**src/rtl/shift_reg_pkg.sv**
```systemverilog
// Shared mode encodings and small helpers for the multi-mode shift register
// and the blocks/benches built around it.
package shift_reg_pkg;

    localparam logic [2:0] SR_HOLD = 3'd0;
    localparam logic [2:0] SR_SHF  = 3'd1;
    localparam logic [2:0] SR_SHB  = 3'd2;
    localparam logic [2:0] SR_ROT  = 3'd3;
    localparam logic [2:0] SR_LOAD = 3'd4;
    localparam logic [2:0] SR_CLR  = 3'd5;

    // Serial shifts are the only modes that add one sample of occupancy.
    function automatic logic sr_is_shift(input logic [2:0] mode);
        return (mode == SR_SHF) || (mode == SR_SHB);
    endfunction

endpackage

```
**src/rtl/shift_reg_fill_ctr.sv**
```systemverilog
// Saturating 0..DEPTH occupancy counter; clear beats set_full beats inc.
module shift_reg_fill_ctr #(
    parameter int DEPTH = 4,
    parameter int CW    = $clog2(DEPTH + 1)
) (
    input  logic          sys_clk,
    input  logic          sys_rst,
    input  logic          inc,
    input  logic          set_full,
    input  logic          clear,
    output logic [CW-1:0] cnt,
    output logic          full
);

    logic [CW-1:0] r_cnt;
    logic          w_at_max;

    assign w_at_max = (r_cnt == CW'(DEPTH));

    // Occupancy register; an increment at DEPTH saturates rather than wrapping.
    always_ff @(posedge sys_clk) begin
        if (sys_rst) begin
            r_cnt <= {CW{1'b0}};
        end else if (clear) begin
            r_cnt <= {CW{1'b0}};
        end else if (set_full) begin
            r_cnt <= CW'(DEPTH);
        end else if (inc && !w_at_max) begin
            r_cnt <= r_cnt + {{(CW-1){1'b0}}, 1'b1};
        end else begin
            r_cnt <= r_cnt;
        end
    end

    assign cnt  = r_cnt;
    assign full = w_at_max;

endmodule

```
**src/rtl/shift_reg_multi.sv**
```systemverilog
// DEPTH x WIDTH shift register with forward/backward shift, rotate, parallel
// load and clear, plus occupancy tracking and LSB edge flags.
module shift_reg_multi
    import shift_reg_pkg::*;
#(
    parameter int WIDTH = 8,
    parameter int DEPTH = 4,
    parameter int CW    = $clog2(DEPTH + 1)
) (
    input  logic                   sys_clk,
    input  logic                   sys_rst,
    input  logic                   en,
    input  logic [2:0]             mode,
    input  logic [WIDTH-1:0]       din,
    input  logic [DEPTH*WIDTH-1:0] load_data,
    output logic [WIDTH-1:0]       dout,
    output logic [DEPTH*WIDTH-1:0] taps,
    output logic [CW-1:0]          fill_cnt,
    output logic                   full,
    output logic                   rise,
    output logic                   fall
);

    logic [DEPTH*WIDTH-1:0] w_taps;
    logic                   w_inc;
    logic                   w_set_full;
    logic                   w_clear;

    for (genvar g = 0; g < DEPTH; g++) begin : g_stage
        logic [WIDTH-1:0] r_stg;
        logic [WIDTH-1:0] w_fwd_src;
        logic [WIDTH-1:0] w_rot_src;
        logic [WIDTH-1:0] w_bwd_src;

        if (g == 0) begin : g_head
            assign w_fwd_src = din;
            assign w_rot_src = w_taps[(DEPTH-1)*WIDTH +: WIDTH];
        end else begin : g_body
            assign w_fwd_src = w_taps[(g-1)*WIDTH +: WIDTH];
            assign w_rot_src = w_taps[(g-1)*WIDTH +: WIDTH];
        end

        if (g == DEPTH - 1) begin : g_tail
            assign w_bwd_src = din;
        end else begin : g_inner
            assign w_bwd_src = w_taps[(g+1)*WIDTH +: WIDTH];
        end

        // One stage of storage; reserved modes fall through to hold.
        always_ff @(posedge sys_clk) begin
            if (sys_rst) begin
                r_stg <= {WIDTH{1'b0}};
            end else if (en) begin
                case (mode)
                    SR_SHF:  r_stg <= w_fwd_src;
                    SR_SHB:  r_stg <= w_bwd_src;
                    SR_ROT:  r_stg <= w_rot_src;
                    SR_LOAD: r_stg <= load_data[g*WIDTH +: WIDTH];
                    SR_CLR:  r_stg <= {WIDTH{1'b0}};
                    default: r_stg <= r_stg;
                endcase
            end else begin
                r_stg <= r_stg;
            end
        end

        assign w_taps[g*WIDTH +: WIDTH] = r_stg;
    end

    assign w_inc      = en && sr_is_shift(mode);
    assign w_set_full = en && (mode == SR_LOAD);
    assign w_clear    = en && (mode == SR_CLR);

    shift_reg_fill_ctr #(
        .DEPTH (DEPTH),
        .CW    (CW)
    ) u_fill_ctr (
        .sys_clk  (sys_clk),
        .sys_rst  (sys_rst),
        .inc      (w_inc),
        .set_full (w_set_full),
        .clear    (w_clear),
        .cnt      (fill_cnt),
        .full     (full)
    );

    assign taps = w_taps;
    assign dout = w_taps[(DEPTH-1)*WIDTH +: WIDTH];
    assign rise = w_taps[0] & ~w_taps[WIDTH];
    assign fall = ~w_taps[0] & w_taps[WIDTH];

endmodule

```
**config.mk**
```make
export PLATFORM = sky130hd
export DESIGN_NAME = shift_reg_multi
export DESIGN_NICKNAME = d
export VERILOG_FILES = /design/src/rtl/shift_reg_pkg.sv /design/src/rtl/shift_reg_fill_ctr.sv /design/src/rtl/shift_reg_multi.sv
export SDC_FILE = /design/constraint.sdc
export NUM_CORES = 1
export LEC_CHECK = 0
export ABC_AREA = 1
export BUFFER_PORTS_ARGS = -buffer_cell sky130_fd_sc_hd__buf_2
export CAP_MARGIN = 20
export CORE_ASPECT_RATIO = 1.5
export CORE_MARGIN = 10
export CORE_UTILIZATION = 45
export CTS_CLUSTER_DIAMETER = 100
export DETAILED_ROUTE_END_ITERATION = 8
export PLACE_DENSITY = 0.72
export SLEW_MARGIN = 10
export SYNTH_ARGS = -nofsm -noshare
export SYNTH_HDL_FRONTEND = slang
export SYNTH_HIERARCHICAL = 1
export SYNTH_SLANG_ARGS = --single-unit
```
**constraint.sdc**
```tcl
create_clock -name sys_clk -period 2 [get_ports sys_clk]
set_input_delay 0.2 -clock sys_clk [delete_from_list [all_inputs] [get_ports sys_clk]]
set_output_delay 0.2 -clock sys_clk [all_outputs]
set_load 0.02 [all_outputs]
```
==> impl_metrics.env, run 1 <==
export IMPL_outcome="finished clean"
export IMPL_synth_cell_type_count=21
export IMPL_arrival_ns=1.24
export IMPL_dr_total_vias=2788
export IMPL_timing_fmax_mhz=696.3
export IMPL_postSynthAreaPerCell_sq_um=5.918
export IMPL_period_share_pct=71.81
export IMPL_syn_area_sq_um=2385
export IMPL_root_buffer="clkbuf_8"
export IMPL_cts_tree="built"
export IMPL_ant_nets=0
export IMPL_power_density_nw_per_um2=715.9
export IMPL_hp_class="primary input to flip-flop"
export IMPL_tns_ns=0
export IMPL_ir_worst_vdd_v=0.0005400
export IMPL_cts_hold_buffers=0
export IMPL_total_power_mw=2.114
export IMPL_layout_min_cycle_time_ns=1.436
export IMPL_min_from="load_data[18]"
export IMPL_rsz0062_at_grt="false"
export IMPL_synth_warnings=6
export IMPL_critPathMaxFanout=4
export IMPL_synth_edff_count=0
export IMPL_cp_required_ns=1.80
export IMPL_dr_pass1_iters=5
export IMPL_ys_seq_elements=35
export IMPL_clock_skew_final_ns=0.009598
export IMPL_io_pins=92
export IMPL_yosys_top_cells_count="nand2_1, inv_1, nand3_1, nor2_1"
export IMPL_antenna_cells=0
export IMPL_final_core_util_pct=57.62
export IMPL_clockBufferDepth=2
export IMPL_nNetsFinal=526
export IMPL_drive_gt1_share_pct=24.27
export IMPL_core_area_sq_um=5125
export IMPL_maxCapViolations=0
export IMPL_die_area_sq_um=8672
export IMPL_syn2layout_area_growth_pct=23.82
export IMPL_cp_startpoint="u_fill_ctr/cnt[0]$_SDFFE_PP0P_"
export IMPL_cts_setup_buffers=0
export IMPL_grt_overflow=0
export IMPL_leakage_nw=1.576
export IMPL_async_flop_share_pct=0
export IMPL_clock_latency_ns=0.30
export IMPL_yosysSeqAreaShare_pct=29.38
export IMPL_setup_viol=0
export IMPL_reg2reg_from="u_fill_ctr/cnt[0]$_SDFFE_PP0P_"
export IMPL_synth_top_area_cell="dfxtp_1"
export IMPL_fillCellCount=581
export IMPL_num_rows=32
export IMPL_cts_buffers=5
export IMPL_syn_num_nets=452
export IMPL_tightest_slew_ns=0.5200
export IMPL_portBuffers=91
export IMPL_initial_core_util_pct=46.53
export IMPL_syn_instance_count=403
export IMPL_h_tree_depth=2
export IMPL_yosysMostFrequentCell="nand2_1"
export IMPL_cp_start_kind="flip-flop"
export IMPL_drt_wirelength_per_cell_microns=14.71
export IMPL_viasPerCell=5.106
export IMPL_hold_viol_final=0
export IMPL_dp_hpwl_mm=6.027
export IMPL_yosysTopAreaCellShare_pct=29.38
export IMPL_clk_pin_slew_ns=0.08
export IMPL_cts_resized=0
export IMPL_grt_pass1_wl_mm=12.99
export IMPL_place_congestion=0.8420
export IMPL_grt_pass1_vias=2697
export IMPL_maxSlewViolCount=0
export IMPL_dieWidth_microns=79.44
export IMPL_path_class="flip-flop to primary output"
export IMPL_cts_sinks=35
export IMPL_synthTopCellsByArea="dfxtp_1, nand2_1, nand3_1, inv_1, a21oi_1"
export IMPL_dieHeight_microns=109.2
export IMPL_synth_main_ff_cell="dfxtp_1"
export IMPL_drcViolationCount=0
export IMPL_antenna_found_initial=0
export IMPL_wl_mm=8.029
export IMPL_crit_path_end_kind="primary output"
export IMPL_grt_util_all_layers_pct=18.45
export IMPL_grt_max_degree=65
export IMPL_drt_initial_drc_count=229
export IMPL_max_slew_margin_rel_pct=65.30
==> routing by layer <==
metal	share of wire, %	GRT usage [%]	wire, microns
met5	0	0	0
met4	2.7	8.355	214
met3	6.3	4.530	504
met2	50	30.51	3997
met1	41	21.84	3313
==> final timing paths <==
check / endpoint / slack (ns) / cells after the start
worst min register to register: g_stage[0].r_stg[3]$_SDFFE_PP0P_ / 0.49 / 2
worst max-delay path: full / 0.56 / 5
worst min-delay path: g_stage[1].w_bwd_src[2]$_SDFFE_PP0P_ / 0.16 / 3
worst max register to register: u_fill_ctr/cnt[2]$_SDFFE_PP0P_ / 0.86 / 8
==> power by group <==
part	internal [mW]	switching [mW]	total (mW)
combinational	0.188	0.360	0.548
sequential	0.747	0.0443	0.791
clock	0.497	0.278	0.775
==> state kept, by name, summed over array words and instances (netlist names) <==
name               count
dout                   8
g_stage.w_bwd_src     16
g_stage.r_stg          8
u_fill_ctr/cnt         3
==> area by class of cell <==
cell class / count / area, sq um / share of cell area [%]
inverters: 55 / 206.4 / 6.992
flip-flops and latches: 35 / 700.7 / 23.73
multi-input cells: 281 / 1284 / 43.47
repair buffers: 99 / 540.5 / 18.31
clock buffers: 5 / 68.82 / 2.331
well taps: 68 / 85.08 / 2.881
clock inverters: 3 / 67.56 / 2.288
==> cell usage in the layout (no fill, tap or decap), drive strengths merged <==
master,n
nor3,1
o22ai,9
o21ai,16
a21oi,35
clkinvlp,1
ha,3
bufinv,2
nand4,9
clkbuf,5
buf,99
dfxtp,35
nor2,46
inv,55
nor4,1
nand3,51
nand2,110
==> critical path, stage by stage (launching register included) <==
cell	delay (ns)
dfxtp_1	0.38
inv_1	0.07
ha_1	0.21
nand2_2	0.10
inv_1	0.04
buf_2	0.15
==> through the flow <==
stage                     cells  hold WS [ns]  cell area (sq um)  worst slack (ns)
after floorplan             403        0.3596               2385            0.4321
after global placement      538        0.4674               2816            0.4906
after detailed placement    538        0.4738               2816            0.4443
after CTS                   546        0.1591               2953            0.5399
after global routing        546        0.1745               2953            0.4896
final                       546        0.1612               2953            0.5638
==> cell families after synthesis <==
kind of cell             share of synthesized area (%)
adder cells (fa/ha/maj)                          1.574
AND/OR/NAND/NOR                                  39.19
buffers and inverters                            16.79
flip-flops                                       29.38
AO/OA/AOI/OAI                                    13.06
No activity file was read; power rests on OpenSTA's default activity.
==> run 2, diff against run 1 <==
Clock period 2 ns to 1.4 ns, I/O delays scaled along.
==> impl_metrics.env, run 2 (synthesis results as in run 1) <==
export IMPL_critPathSlowestCell="dfxtp_2"
export IMPL_initial_core_util_pct=46.53
export IMPL_grt_pass1_vias=2602
export IMPL_crit_top_cell="inv_1"
export IMPL_power_density_nw_per_um2=900.0
export IMPL_place_area_sq_um=2899
export IMPL_place_congestion=0.8815
export IMPL_grt_overflow=0
export IMPL_mostFrequentLayoutCells="nand2_1, buf_2, inv_1"
export IMPL_drt_initial_drc_count=197
export IMPL_drive_gt1_share_pct=25.77
export IMPL_fin_area_sq_um=3004
export IMPL_period_share_pct=94.00
export IMPL_clock_power_share_pct=27.8
export IMPL_clk_pin_slew_ns=0.07
export IMPL_cts_sinks=35
export IMPL_critPathMaxStageDelay_ns=0.34
export IMPL_tightest_slew_ns=0.7961
export IMPL_layout_commonest_cell="nand2_1"
export IMPL_wl_mm=8.031
export IMPL_total_power_mw=2.704
export IMPL_cp_start_kind="flip-flop"
export IMPL_leakage_nw=1.612
export IMPL_p_seq_share_pct=41.8
export IMPL_ir_worst_vdd_v=0.0005170
export IMPL_syn2layout_area_growth_pct=25.97
export IMPL_dr_pass1_iters=5
export IMPL_setup_viol=0
export IMPL_core_area_sq_um=5125
export IMPL_tns_ns=0
export IMPL_dr_total_vias=2813
export IMPL_clock_skew_final_ns=0.004090
export IMPL_pre_cts_ws_ns=0.05976
export IMPL_drcViolationCount=0
export IMPL_portBuffers=91
export IMPL_cp_required_ns=1.26
export IMPL_grt_max_degree=41
export IMPL_fillCellCount=544
export IMPL_antenna_found_initial=0
export IMPL_final_core_util_pct=58.62
export IMPL_p_int_mw=1.754
export IMPL_multiInputGateArea_sq_um=1284
export IMPL_h_tree_depth=2
export IMPL_arrival_ns=1.18
export IMPL_clock_latency_ns=0.29
export IMPL_maxCapViolations=0
export IMPL_path_class="flip-flop to primary output"
export IMPL_nNetsFinal=534
export IMPL_path_cells="inv_1 > ha_1 > nand2_2 > inv_1 > buf_2"
export IMPL_grt_util_all_layers_pct=18.27
export IMPL_root_buffer="clkbuf_8"
export IMPL_num_rows=32
export IMPL_antenna_cells=0
export IMPL_cts_tree="built"
export IMPL_viasPerCell=5.087
export IMPL_hp_class="primary input to flip-flop"
export IMPL_rsz0062_at_grt="false"
export IMPL_seq_area_sq_um=703.2
export IMPL_crit_path_end_kind="primary output"
export IMPL_swShare_pct=35.14
export IMPL_p_sw_mw=0.9501
export IMPL_dieHeight_microns=109.2
export IMPL_fin_ws_ns=0.08393
export IMPL_die_area_sq_um=8672
export IMPL_dp_hpwl_mm=6.048
export IMPL_layout_min_cycle_time_ns=1.316
export IMPL_largest_register_ffs=16
export IMPL_timing_fmax_mhz=759.8
export IMPL_ant_nets=0
export IMPL_power_frac_comb_pct=30.4
export IMPL_io_pins=92
export IMPL_cts_hold_buffers=0
export IMPL_dieWidth_microns=79.44
export IMPL_maxSlewViolCount=0
export IMPL_max_slew_margin_rel_pct=46.87
export IMPL_drt_wirelength_per_cell_microns=14.52
export IMPL_hold_viol_final=0
export IMPL_grt_pass1_wl_mm=12.85
export IMPL_cts_buffers=5
export IMPL_clockBufferDepth=2
export IMPL_critPathMaxFanout=4
export IMPL_outcome="finished clean"
==> run 2: cell count changes in the layout (fill, tap and decap cells not counted), sizes merged <==
cell | previous run | this run
buf | 99 | 107
bufinv | 2 | 0
clkbuf | 5 | 6
clkinv | 0 | 1
clkinvlp | 1 | 0
==> run 2: worst max-delay path, delay by kind of cell (launching register included) <==
| kind | cells | cell delay, ns |
|---|---|---|
| adder cells (fa/ha/maj) | 1 | 0.20 |
| buffers and inverters | 3 | 0.25 |
| flip-flops | 1 | 0.34 |
| AND/OR/NAND/NOR | 1 | 0.10 |
==> run 2: layout make-up <==
type                       instances  area share [%]
clock inverter                     1          0.1666
tap                               68           2.832
clock buffer                       6           2.749
sequential                        35           23.41
timing repair buffer             107           21.24
inverter                          55           6.872
multi-input combinational        281           42.73
==> run 2: worst paths after layout <==
check                                         from                              endpoint  slack (ns)  cells past startpoint
hold / removal                       load_data[21]  g_stage[1].w_bwd_src[5]$_SDFFE_PP0P_        0.11                      3
setup reg to reg    u_fill_ctr/cnt[0]$_SDFFE_PP0P_        u_fill_ctr/cnt[2]$_SDFFE_PP0P_        0.32                      8
hold reg to reg   g_stage[0].r_stg[4]$_SDFFE_PP0P_      g_stage[0].r_stg[4]$_SDFFE_PP0P_        0.49                      2
setup / recovery    u_fill_ctr/cnt[0]$_SDFFE_PP0P_                                  full        0.08                      5
==> run 2: metrics by stage <==
step	std cells	hold WS, ns
after floorplan	403	0.2996
after global placement	544	0.4088
after detailed placement	544	0.4123
after CTS	551	0.1061
after global routing	553	0.1061
final	553	0.1094
==> run 2: per-layer routing <==
metal	part of all wire, %	vias up	global-route usage [%]
met5	0	-	0
met4	2.5	0	7.069
met3	9.0	15	5.272
met2	48	128	30.28
met1	41	1236	21.59
li1	-	1434	-
==> run 2: power groups by stage <==
| stage | clock network [mW] | logic, mW | registers [mW] |
|---|---|---|---|
| floorplan | 0 | 0.458 | 1.22 |
| global placement | 0 | 0.808 | 1.15 |
| detailed placement | 0 | 0.817 | 1.15 |
| CTS | 0.774 | 0.820 | 1.13 |
| global route | 0.818 | 0.916 | 1.14 |
| finish | 0.751 | 0.821 | 1.13 |
==> run 2: what timing repair did <==
action / in CTS / in global routing
resized for setup: 1 / 1
pin swaps: 0 / 0
setup endpoints to repair: 1 / 1
buffers inserted: 0 / 2
hold endpoints to repair: 0 / 0
